**src/rtl/sqrt_pkg.sv**
```systemverilog
// Shared types and sizing for the iterative square root unit.
package sqrt_pkg;

  localparam int unsigned SQRT_WIDTH = 32;
  localparam int unsigned SQRT_ITER  = SQRT_WIDTH / 2;
  localparam int unsigned SQRT_CNT_W = $clog2(SQRT_ITER);

  typedef enum logic [1:0] {
    IDLE = 2'd0,
    CALC = 2'd1,
    DONE = 2'd2
  } state_e;

endpackage

```
**src/rtl/sqrt_step.sv**
```systemverilog
// One restoring digit-by-digit iteration: shifts in an operand bit pair and
// resolves one root bit.
module sqrt_step
  import sqrt_pkg::*;
#(
  parameter int unsigned HALF_W = SQRT_ITER
) (
  input  logic [HALF_W+1:0] rem_i,
  input  logic [HALF_W-1:0] root_i,
  input  logic [1:0]        pair_i,
  output logic [HALF_W+1:0] rem_o,
  output logic [HALF_W-1:0] root_o
);

  logic [HALF_W+1:0] rem_sh;
  logic [HALF_W+1:0] trial;

  // Trial subtraction of (root<<2)|1 from the shifted partial remainder.
  always_comb begin
    rem_sh = (rem_i << 2) | {HALF_W'(0), pair_i};
    trial  = {root_i, 2'b01};
    rem_o  = rem_sh;
    root_o = root_i << 1;
    if (rem_sh >= trial) begin
      rem_o  = rem_sh - trial;
      root_o = (root_i << 1) | HALF_W'(1);
    end
  end

endmodule

```
**src/rtl/square_root_calculator.sv**
```systemverilog
// Iterative floor(sqrt(TestNumber)), one root bit per clock.
// Optional Remainder/PerfectSquare outputs are built when SQRT_REMAINDER_EN
// is defined.
module square_root_calculator
  import sqrt_pkg::*;
#(
  parameter int unsigned WIDTH = SQRT_WIDTH
) (
  input  logic             clk,
  input  logic             reset,
  input  logic             Start,
  input  logic [WIDTH-1:0] TestNumber,
  output logic             Busy,
  output logic [WIDTH-1:0] SquareRootValue,
  output logic             EnableFromSquareRootCircuit
`ifdef SQRT_REMAINDER_EN
  ,
  output logic [WIDTH/2:0] Remainder,
  output logic             PerfectSquare
`endif
);

  localparam int unsigned ITER  = WIDTH / 2;
  localparam int unsigned CNT_W = (ITER > 1) ? $clog2(ITER) : 1;
  localparam int unsigned REM_W = ITER + 2;

  if ((WIDTH % 2) != 0 || WIDTH < 4) begin : g_width_chk
    $error("square_root_calculator: WIDTH must be even and at least 4");
  end

  state_e             state_q, state_d;
  logic [WIDTH-1:0]   op_q, op_d;
  logic [REM_W-1:0]   rem_q, rem_d;
  logic [ITER-1:0]    root_q, root_d;
  logic [CNT_W-1:0]   cnt_q, cnt_d;
  logic               busy_q, busy_d;
  logic               en_q, en_d;
  logic [WIDTH-1:0]   sqv_q, sqv_d;
  logic [REM_W-1:0]   rem_next;
  logic [ITER-1:0]    root_next;
`ifdef SQRT_REMAINDER_EN
  logic [ITER:0]      rem_out_q, rem_out_d;
  logic               perfect_q, perfect_d;
`endif

  sqrt_step #(
    .HALF_W (ITER)
  ) u_step (
    .rem_i  (rem_q),
    .root_i (root_q),
    .pair_i (op_q[WIDTH-1 -: 2]),
    .rem_o  (rem_next),
    .root_o (root_next)
  );

  // State register.
  always_ff @(posedge clk or posedge reset) begin
    if (reset) state_q <= IDLE;
    else       state_q <= state_d;
  end

  // Next-state, datapath and output-register next values.
  always_comb begin
    state_d = state_q;
    op_d    = op_q;
    rem_d   = rem_q;
    root_d  = root_q;
    cnt_d   = cnt_q;
    busy_d  = busy_q;
    en_d    = en_q;
    sqv_d   = sqv_q;
`ifdef SQRT_REMAINDER_EN
    rem_out_d = rem_out_q;
    perfect_d = perfect_q;
`endif
    unique case (state_q)
      IDLE, DONE: begin
        if (Start) begin
          state_d = CALC;
          op_d    = TestNumber;
          rem_d   = '0;
          root_d  = '0;
          cnt_d   = '0;
          busy_d  = 1'b1;
          en_d    = 1'b0;
`ifdef SQRT_REMAINDER_EN
          rem_out_d = '0;
          perfect_d = 1'b0;
`endif
        end
      end
      CALC: begin
        op_d   = op_q << 2;
        rem_d  = rem_next;
        root_d = root_next;
        cnt_d  = cnt_q + CNT_W'(1);
        if (cnt_q == CNT_W'(ITER - 1)) begin
          state_d = DONE;
          busy_d  = 1'b0;
          en_d    = 1'b1;
          sqv_d   = WIDTH'(root_next);
`ifdef SQRT_REMAINDER_EN
          rem_out_d = rem_next[ITER:0];
          perfect_d = (rem_next == '0);
`endif
        end
      end
      default: state_d = IDLE;
    endcase
  end

  // Datapath and output registers; reset discards any partial result.
  always_ff @(posedge clk or posedge reset) begin
    if (reset) begin
      op_q   <= '0;
      rem_q  <= '0;
      root_q <= '0;
      cnt_q  <= '0;
      busy_q <= 1'b0;
      en_q   <= 1'b0;
      sqv_q  <= '0;
`ifdef SQRT_REMAINDER_EN
      rem_out_q <= '0;
      perfect_q <= 1'b0;
`endif
    end else begin
      op_q   <= op_d;
      rem_q  <= rem_d;
      root_q <= root_d;
      cnt_q  <= cnt_d;
      busy_q <= busy_d;
      en_q   <= en_d;
      sqv_q  <= sqv_d;
`ifdef SQRT_REMAINDER_EN
      rem_out_q <= rem_out_d;
      perfect_q <= perfect_d;
`endif
    end
  end

  assign Busy                        = busy_q;
  assign EnableFromSquareRootCircuit = en_q;
  assign SquareRootValue             = sqv_q;
`ifdef SQRT_REMAINDER_EN
  assign Remainder     = rem_out_q;
  assign PerfectSquare = perfect_q;
`endif

endmodule

```
**config.mk**
```make
export PLATFORM = sky130hd
export DESIGN_NAME = square_root_calculator
export DESIGN_NICKNAME = d
export VERILOG_FILES = /design/src/rtl/sqrt_pkg.sv /design/src/rtl/sqrt_step.sv /design/src/rtl/square_root_calculator.sv
export SDC_FILE = /design/constraint.sdc
export NUM_CORES = 1
export LEC_CHECK = 0
export CORE_AREA = 2 2 105 107
export DETAILED_ROUTE_END_ITERATION = 7
export DIE_AREA = 0 0 107 109
export PLACE_DENSITY = 0.72
export SLEW_MARGIN = 20
export SYNTH_ARGS = -nofsm -noshare
export SYNTH_HDL_FRONTEND = slang
export SYNTH_SLANG_ARGS = --single-unit
export TNS_END_PERCENT = 5
```
**constraint.sdc**
```tcl
create_clock -name clk -period 4.2 [get_ports clk]
set_clock_uncertainty 0.15 [all_clocks]
set_input_delay 0.63 -clock clk [delete_from_list [all_inputs] [get_ports clk]]
set_output_delay 0.63 -clock clk [all_outputs]
set_load 0.03 [all_outputs]
```
==> results of run 1 <==
cell usage after synthesis, types with 9 or more instances:
| cell | count |
|---|---|
| nand2_1 | 125 |
| dfrtp_1 | 88 |
| o21ai_0 | 34 |
| a22oi_1 | 28 |
| clkbuf_1 | 24 |
| inv_1 | 21 |
| ha_1 | 19 |
| buf_4 | 16 |
| a21oi_1 | 13 |
| nor2_1 | 13 |
| a21o_1 | 10 |
| nor3_1 | 10 |
| o211ai_2 | 9 |
registers in the layout, summed over array words and instances, names as in the netlist:
name and count:
rem_q 16, root_q 16, Busy 1, state_q 2, cnt_q 4, EnableFromSquareRootCircuit 1
SquareRootValue 16, op_q 32
layer usage:
layer	up-vias	routed length, um	global-route usage (%)
li1	1840	-	-
met1	1828	4720	24.2
met2	94	5120	31.3
met3	11	418	3.89
met4	0	138	5.57
met5	-	0	0
power by group:
part	switching (mW)	total (mW)	internal [mW]	leakage, nW
combinational	1.81	3.08	1.27	1.33
clock	0.297	0.630	0.333	0.106
sequential	0.239	1.48	1.24	1.12
total	2.34	5.19	2.84	2.56
through the flow:
step	hold WS, ns	setup WS [ns]	area, sq um	power (mW)
final	0.330	1.21	5510	5.19
after global routing	0.360	1.01	5510	5.63
after CTS	0.338	1.26	5490	5.19
after detailed placement	0.316	1.29	5280	4.55
after global placement	0.310	1.38	5280	4.43
after floorplan	0.297	1.14	4760	3.87
worst max-delay path by stage:
stage               slack [ns]   endpoint      start
global placement          1.38  rem_q[12]   rem_q[4]
finish                    1.21   rem_q[1]   rem_q[9]
global route              1.01  rem_q[12]  root_q[9]
detailed placement        1.29   rem_q[1]  root_q[9]
CTS                       1.26   rem_q[1]  root_q[9]
floorplan                 1.14       Busy      reset
logic make-up (layout without fill, tap and decap cells):
kind of cell,after synthesis,count (layout),synth area share [%]
simple gates,179,179,16.3
compound gates,145,145,22.5
flops,88,88,46.8
buf+inv,66,96,7.02
fa+ha+maj,19,19,5.05
xor+xnor,9,9,1.67
mux,3,3,0.664
other cells,1,16,0.0796
worst reg2reg max path: stages, from the launching register on:
cell and delay (ns):
dfrtp_1 0.42, ha_1 0.48, a21oi_1 0.12, o21ai_1 0.33, o21ai_0 0.25, a31oi_4 0.52
or2_1 0.18, buf_4 0.26, o311ai_1 0.12
layout make-up:
cell class	count	share of cell area, %
well taps	140	3.18
clock buffers	10	2.32
clock inverters	5	1.50
repair buffers	60	10.7
multi-input cells	371	40.9
inverters	21	1.45
flip-flops and latches	88	40.0
==> results.json, run 1 <==
{
  "status": "finished clean",
  "ir_drop_mv": 0.386,
  "fin_nets": 605,
  "cp.required_ns": 4.25,
  "yosys_warnings": 0,
  "fin_setup_tns_ns": 0,
  "route.detailed.drc": 0,
  "viasPerCell": 5.43,
  "finalWirelength_um": 10400,
  "path_max_fanout": 18,
  "num_vias": 3773,
  "crit_buf_inv": 1,
  "hold_path_end": "SquareRootValue[11]",
  "synth_area_leaders": "dfrtp_1, nand2_1, ha_1, a22oi_1, o21ai_0",
  "synthArstFlopShare_pct": 100,
  "r2r_start": "rem_q[9]",
  "syn_area_per_cell_sq_um": 9.23,
  "path_clk_slew_ns": 0.09,
  "slew_violations": 0,
  "grt_max_degree": 62,
  "path_delay_family": "compound AO/OA/AOI/OAI gates",
  "synth_edf_count": 0,
  "synth-seq-area-share_pct": 46.8,
  "cap_violations": 0,
  "fin_cells": 695,
  "die_h_um": 109,
  "track_usage_pct": 18.6,
  "ios": 69,
  "cp_cell_sequence": "ha_1, a21oi_1, o21ai_1, o21ai_0, a31oi_4, or2_1, buf_4, o311ai_1",
  "area_growth_pct": 16.9,
  "io_buffers": 52,
  "cts_tree": "yes",
  "final_common_cell": "nand2_1",
  "whs_path_depth": 2,
  "worstSetupStartpointType": "register",
  "final-seq-area_sq_um": 2200,
  "fillers": 1016,
  "fmax_mhz": 335,
  "num_rows": 38,
  "grt_first_pass_wirelength_um": 17400,
  "ant_nets": 0,
  "place_inst": 679,
  "gp_congestion": 0.895,
  "r2r_cells": 8,
  "grt_pass1_vias": 3687,
  "cts_max_level": 3,
  "overflow": 0,
  "core_sq_um": 10600,
  "path_class": "reg2reg",
  "drt_iter0_drc": 206,
  "synthFlopType": "dfrtp_1",
  "maxSlewHeadroom_pct": 28.1,
  "crit_path_max_incr_delay_ns": 0.52,
  "wl_per_cell_um": 15.0,
  "clock_sinks": 88,
  "postLayoutCoreUtil_pct": 51.9,
  "p_leak_nw": 2.56,
  "worstPathArrival_ns": 3.03,
  "diodes": 0,
  "final.period_utilization_pct": 71.1,
  "rr_endpoint": "rem_q[1]",
  "yosysUniqueCellTypes": 57,
  "clockBufferDepth": 2,
  "rrSetupSlack_ns": 1.21,
  "die_area_sq_um": 11700,
  "clock_latency_ns": 0.36,
  "cts-root-buf": "clkbuf_8",
  "dp_hpwl_um": 7150,
  "cp-end-kind": "register",
  "hold_start": "SquareRootValue[11]",
  "setup-violations-final": 0,
  "cts_buffers": 9,
  "fin_crit_ns": 2.99,
  "die_w_um": 107,
  "syn-cell-area_sq_um": 4710,
  "cts_resized": 0,
  "ys_seq_elements": 88,
  "multi_input_area_sq_um": 2250,
  "antenna_found_initial": 0,
  "rsz0062_at_grt": "no",
  "drt-pass1-iter-count": 5,
  "hold_violations": 0,
  "layout_common_cells": "nand2_1, dfrtp_1, clkdlybuf4s50_1",
  "slowest_stage": "a31oi_4",
  "initial_utilization_pct": 44.4,
  "ctsHoldBuffers": 0,
  "post_cts_buffers": 0,
  "drive_gt1_share_pct": 7.21,
  "power.density_nw_per_um2": 942,
  "yosys.area.top_type": "dfrtp_1",
  "netlist.area_leader.share_pct": 46.8,
  "hp-class": "reg2reg",
  "crit_cells": 8,
  "synth_cells": 510,
  "tightest_slew_ns": 1.08
}
Note: power is estimated with default switching activity, not from simulation.
==> run 2: changes to the inputs <==
Clock period 4.2 ns to 2.95 ns, I/O delays scaled along.
==> results.json, run 2 (same netlist as run 1, synthesis figures left out) <==
{
  "die_area_sq_um": 11700,
  "cp-end-kind": "register",
  "path_class": "reg2reg",
  "die_h_um": 109,
  "rsz0062_at_grt": "no",
  "fin_crit_ns": 2.75,
  "r2r_cells": 7,
  "wl_per_cell_um": 14.4,
  "highest_layer": "met4",
  "cap_violations": 0,
  "grt_first_pass_wirelength_um": 17500,
  "clockBufferDepth": 2,
  "p_leak_nw": 2.57,
  "io_buffers": 52,
  "setup-violations-final": 0,
  "status": "finished clean",
  "largest_reg_flops": 32,
  "track_usage_pct": 18.7,
  "slew_violations": 0,
  "met3RoutedLength_um": 510,
  "fin_setup_tns_ns": 0,
  "path_max_fanout": 13,
  "path_clk_slew_ns": 0.09,
  "r2r_start": "rem_q[4]",
  "drive_gt1_share_pct": 8.54,
  "initial_utilization_pct": 44.4,
  "rr_endpoint": "rem_q[12]",
  "top_register": "op_q",
  "worstPathArrival_ns": 2.84,
  "die_w_um": 107,
  "fin_nets": 611,
  "rrSetupSlack_ns": 0.20,
  "post_cts_buffers": 0,
  "ant_nets": 0,
  "cts_buffers": 9,
  "diodes": 0,
  "area_growth_pct": 17.4,
  "overflow": 0,
  "num_rows": 38,
  "place_inst": 686,
  "tightest_slew_ns": 0.724,
  "worstSetupStartpointType": "register",
  "slowest_stage": "or2_2",
  "crit_path_max_incr_delay_ns": 0.45,
  "cts_tree": "yes",
  "core_sq_um": 10600,
  "num_vias": 3769,
  "dp_hpwl_um": 7140,
  "ir_drop_mv": 0.415,
  "route.detailed.drc": 0,
  "cp.required_ns": 3.04,
  "cp_cell_sequence": "ha_1, and2_1, a41o_1, a21oi_2, a31oi_4, or2_2, a311o_1",
  "power.density_nw_per_um2": 1330,
  "maxSlewHeadroom_pct": 51.8,
  "antenna_found_initial": 0,
  "finalWirelength_um": 10100,
  "drt-pass1-iter-count": 5,
  "fmax_mhz": 364,
  "wl_met1_um": 4540,
  "final.period_utilization_pct": 93.2,
  "route.met2.wl_um": 4910,
  "grt_max_degree": 62,
  "ios": 69,
  "cts_max_level": 3,
  "cts-root-buf": "clkbuf_8",
  "clock_latency_ns": 0.36,
  "gp_congestion": 0.900,
  "placed_cell_area_sq_um": 5360,
  "clock_sinks": 88,
  "finalPower_mw": 7.33,
  "final_area_sq_um": 5530,
  "grt_pass1_vias": 3777,
  "fin_cells": 702,
  "hp-class": "in2async",
  "viasPerCell": 5.37,
  "drt_iter0_drc": 215,
  "hold_violations": 0,
  "final_common_cell": "nand2_1",
  "layout_common_cells": "nand2_1, dfrtp_1, clkdlybuf4s50_1"
}
run 2: cell count changes in the layout (fill, tap and decap cells not counted), moves of 2 or more:
cell / previous run / this run
buf_4: 7 / 12
bufinv_16: 2 / 0
buf_12: 0 / 2
inv_6: 0 / 2
run 2: per-layer routing:
layer,up-vias,track usage [%]
met3,11,4.18
met5,-,0
li1,1847,-
met2,91,30.3
met1,1820,24.9
met4,0,6.40
run 2: power breakdown:
part           internal (mW)  switching, mW
combinational           1.92           2.55
sequential              1.77          0.339
clock                  0.311          0.441
total                   3.99           3.33
run 2: through the flow:
stage	hold WS, ns	util, %	setup slack [ns]
3_5_place_dp	0.313	50.5	0.182
5_1_grt	0.107	52.1	0.0463
3_3_place_gp	0.308	50.5	0.265
4_1_cts	0.105	52.1	0.178
6_report	0.119	52.1	0.202
2_1_floorplan	0.297	-	0.0789
run 2: worst max-delay path by stage:
stage                          from         to  slack, ns  cells after the start
after CTS                  rem_q[4]  rem_q[12]       0.18                      7
after floorplan               reset       Busy       0.08                      1
after global placement     rem_q[4]  rem_q[12]       0.26                      7
after detailed placement   rem_q[4]  rem_q[12]       0.18                      7
after global routing      root_q[4]  rem_q[13]       0.05                      8
final                      rem_q[4]  rem_q[12]       0.20                      7
run 2: area by class of cell:
cell class / instances / area [sq um]
Clock inverter: 6 / 43.8
Multi-Input combinational cell: 371 / 2250
Timing Repair Buffer: 66 / 651
Sequential cell: 88 / 2200
Clock buffer: 10 / 128
Inverter: 21 / 80.1
Tap cell: 140 / 175
Fill cell: 971 / 5070
run 2: timing repair:
| item | in CTS | in global routing |
|---|---|---|
| setup endpoints to repair | 0 | 7 |
| gates resized for setup | 0 | 1 |
| hold buffers | 0 | 0 |
run 2: worst max-delay path: cells and delay by family (launching register included):
family                     cells  cell delay (ns)
adders and majority gates      1             0.39
AOI/OAI and AO/OA              4             1.03
DFF                            1             0.41
and+or+nand+nor                2             0.66
==> patch: new RTL, flow settings as in run 2 <==
Change the package constant `SQRT_WIDTH` from 32 to 16.
--- a/src/rtl/sqrt_pkg.sv
+++ b/src/rtl/sqrt_pkg.sv
@@ -1,7 +1,7 @@
 // Shared types and sizing for the iterative square root unit.
 package sqrt_pkg;
 
-  localparam int unsigned SQRT_WIDTH = 32;
+  localparam int unsigned SQRT_WIDTH = 16;
   localparam int unsigned SQRT_ITER  = SQRT_WIDTH / 2;
   localparam int unsigned SQRT_CNT_W = $clog2(SQRT_ITER);
 
Interface: changed (resized SquareRootValue and TestNumber); port bits go from 69 to 37. No check against the original RTL was run, so the function may have changed too.
==> patch against run 2 <==
  * Design area shrank 48%
  * Fmax grew 25%
  * Total power shrank 51%
  * Non-clock buffer count shrank 32
  * Area after synthesis shrank 49%
  * Die area is the same
  * Setup slack gained 0.55 ns
  * Largest cell class is now registers
  * Wire length shrank 51%
  * Sequential cell count shrank 41
  * Utilization shrank 25 points
  * Critical path type unchanged
==> patch: results (changes against run 2) <==
power_leakage_nw: 1.28  # was 2.57 nW
drt_pre_antenna_iters: 4  # was 5
place_worst_setup_slack_ns: 0.513  # was 0.182 ns
layout.filler_cells: 1128  # was 971
slowest_stage: "sky130_fd_sc_hd__nor2_1"  # was sky130_fd_sc_hd__or2_2
first_global_vias: 1873  # was 3777
r2r_setup_slack_ns: 0.75  # was 0.20 ns
global_route.usage.met3: 0.0221  # was 0.0418
status: "completed"  # unchanged
irDropWorstVdd_mv: 0.361  # was 0.415 mV
flow.area_growth_from_synthesis_pct: 21.3  # was 17.4%
crit_path_start: "state_q[0]$_DFFE_PP0P_"  # was rem_q[4]$_DFFE_PP0P_
m1WireLength_mm: 2.39  # was 4.54 mm
place_inst: 419  # was 686
critPathMaxStageDelay_ns: 0.78  # was 0.45 ns
clock_insertion_delay_worst_skew_ns: 0.30  # was 0.36 ns
largest_register_ffs: 16  # was 32
detailedRoute.firstIterationViolations: 83  # was 215
finalCritPeriodShare: 0.746  # was 0.932
buffer_ports.inserted: 28  # was 52
grt_util_met1: 0.114  # was 0.249
post-dp-hpwl_mm: 3.69  # was 7.14 mm
synth.distinct_cells: 37  # was 57
grt.met2_usage: 0.161  # was 0.303
worstPathMaxFanout: 15  # was 13
routability_congestion_estimate_from_global_placement: 0.807  # was 0.900
synthTopCellsByArea: "sky130_fd_sc_hd__dfrtp_1 49%, sky130_fd_sc_hd__nand2_1 9.1%, sky130_fd_sc_hd__ha_1 6.3%, sky130_fd_sc_hd__o21ai_0 5.7%, sky130_fd_sc_hd__a31oi_1 3.1%"  # was sky130_fd_sc_hd__dfrtp_1 47%, sky130_fd_sc_hd__nand2_1 10%, sky130_fd_sc_hd__ha_1 5.0%, sky130_fd_sc_hd__a22oi_1 4.5%, sky130_fd_sc_hd__o21ai_0 3.6%
fin_worst_hold_slack_ns: 0.331  # was 0.119 ns
dpl-instance-area_sq_um: 2810  # was 5360 sq um
maximum_number_of_pins_on_one_net_before_global_route_repair: 48  # was 62
ff2ff_path_depth: 6  # was 7
wl_per_cell_microns: 11.6  # was 14.4 microns
==> patch: cell count changes after synthesis, sizes merged, moves of 13 or more <==
cell	before	now
clkbuf	24	7
nand2	125	58
o211ai	15	2
dfrtp	88	47
o21ai	42	28
a22oi	28	0
==> patch: kinds of logic after synthesis <==
logic type | synth area share
XOR/XNOR | 0.0220
AND/OR/NAND/NOR | 0.161
multiplexers | 0.0298
adder cells (fa/ha/maj) | 0.0628
buffers and inverters | 0.0628
AO/OA/AOI/OAI | 0.168
flip-flops | 0.492
other | 0.00157
==> patch: where the power goes <==
part           internal, mW  switching (mW)
Sequential            0.954           0.178
Clock                 0.184           0.206
Combinational         0.879            1.19
Total                  2.02            1.57
==> patch: area by class of cell <==
cell class,count,share of cell area
Clock inverter,1,0.00173
Timing Repair Buffer,34,0.112
Multi-Input combinational cell,186,0.376
Inverter,12,0.0155
Clock buffer,6,0.0285
Tap cell,140,0.0604
Sequential cell,47,0.406
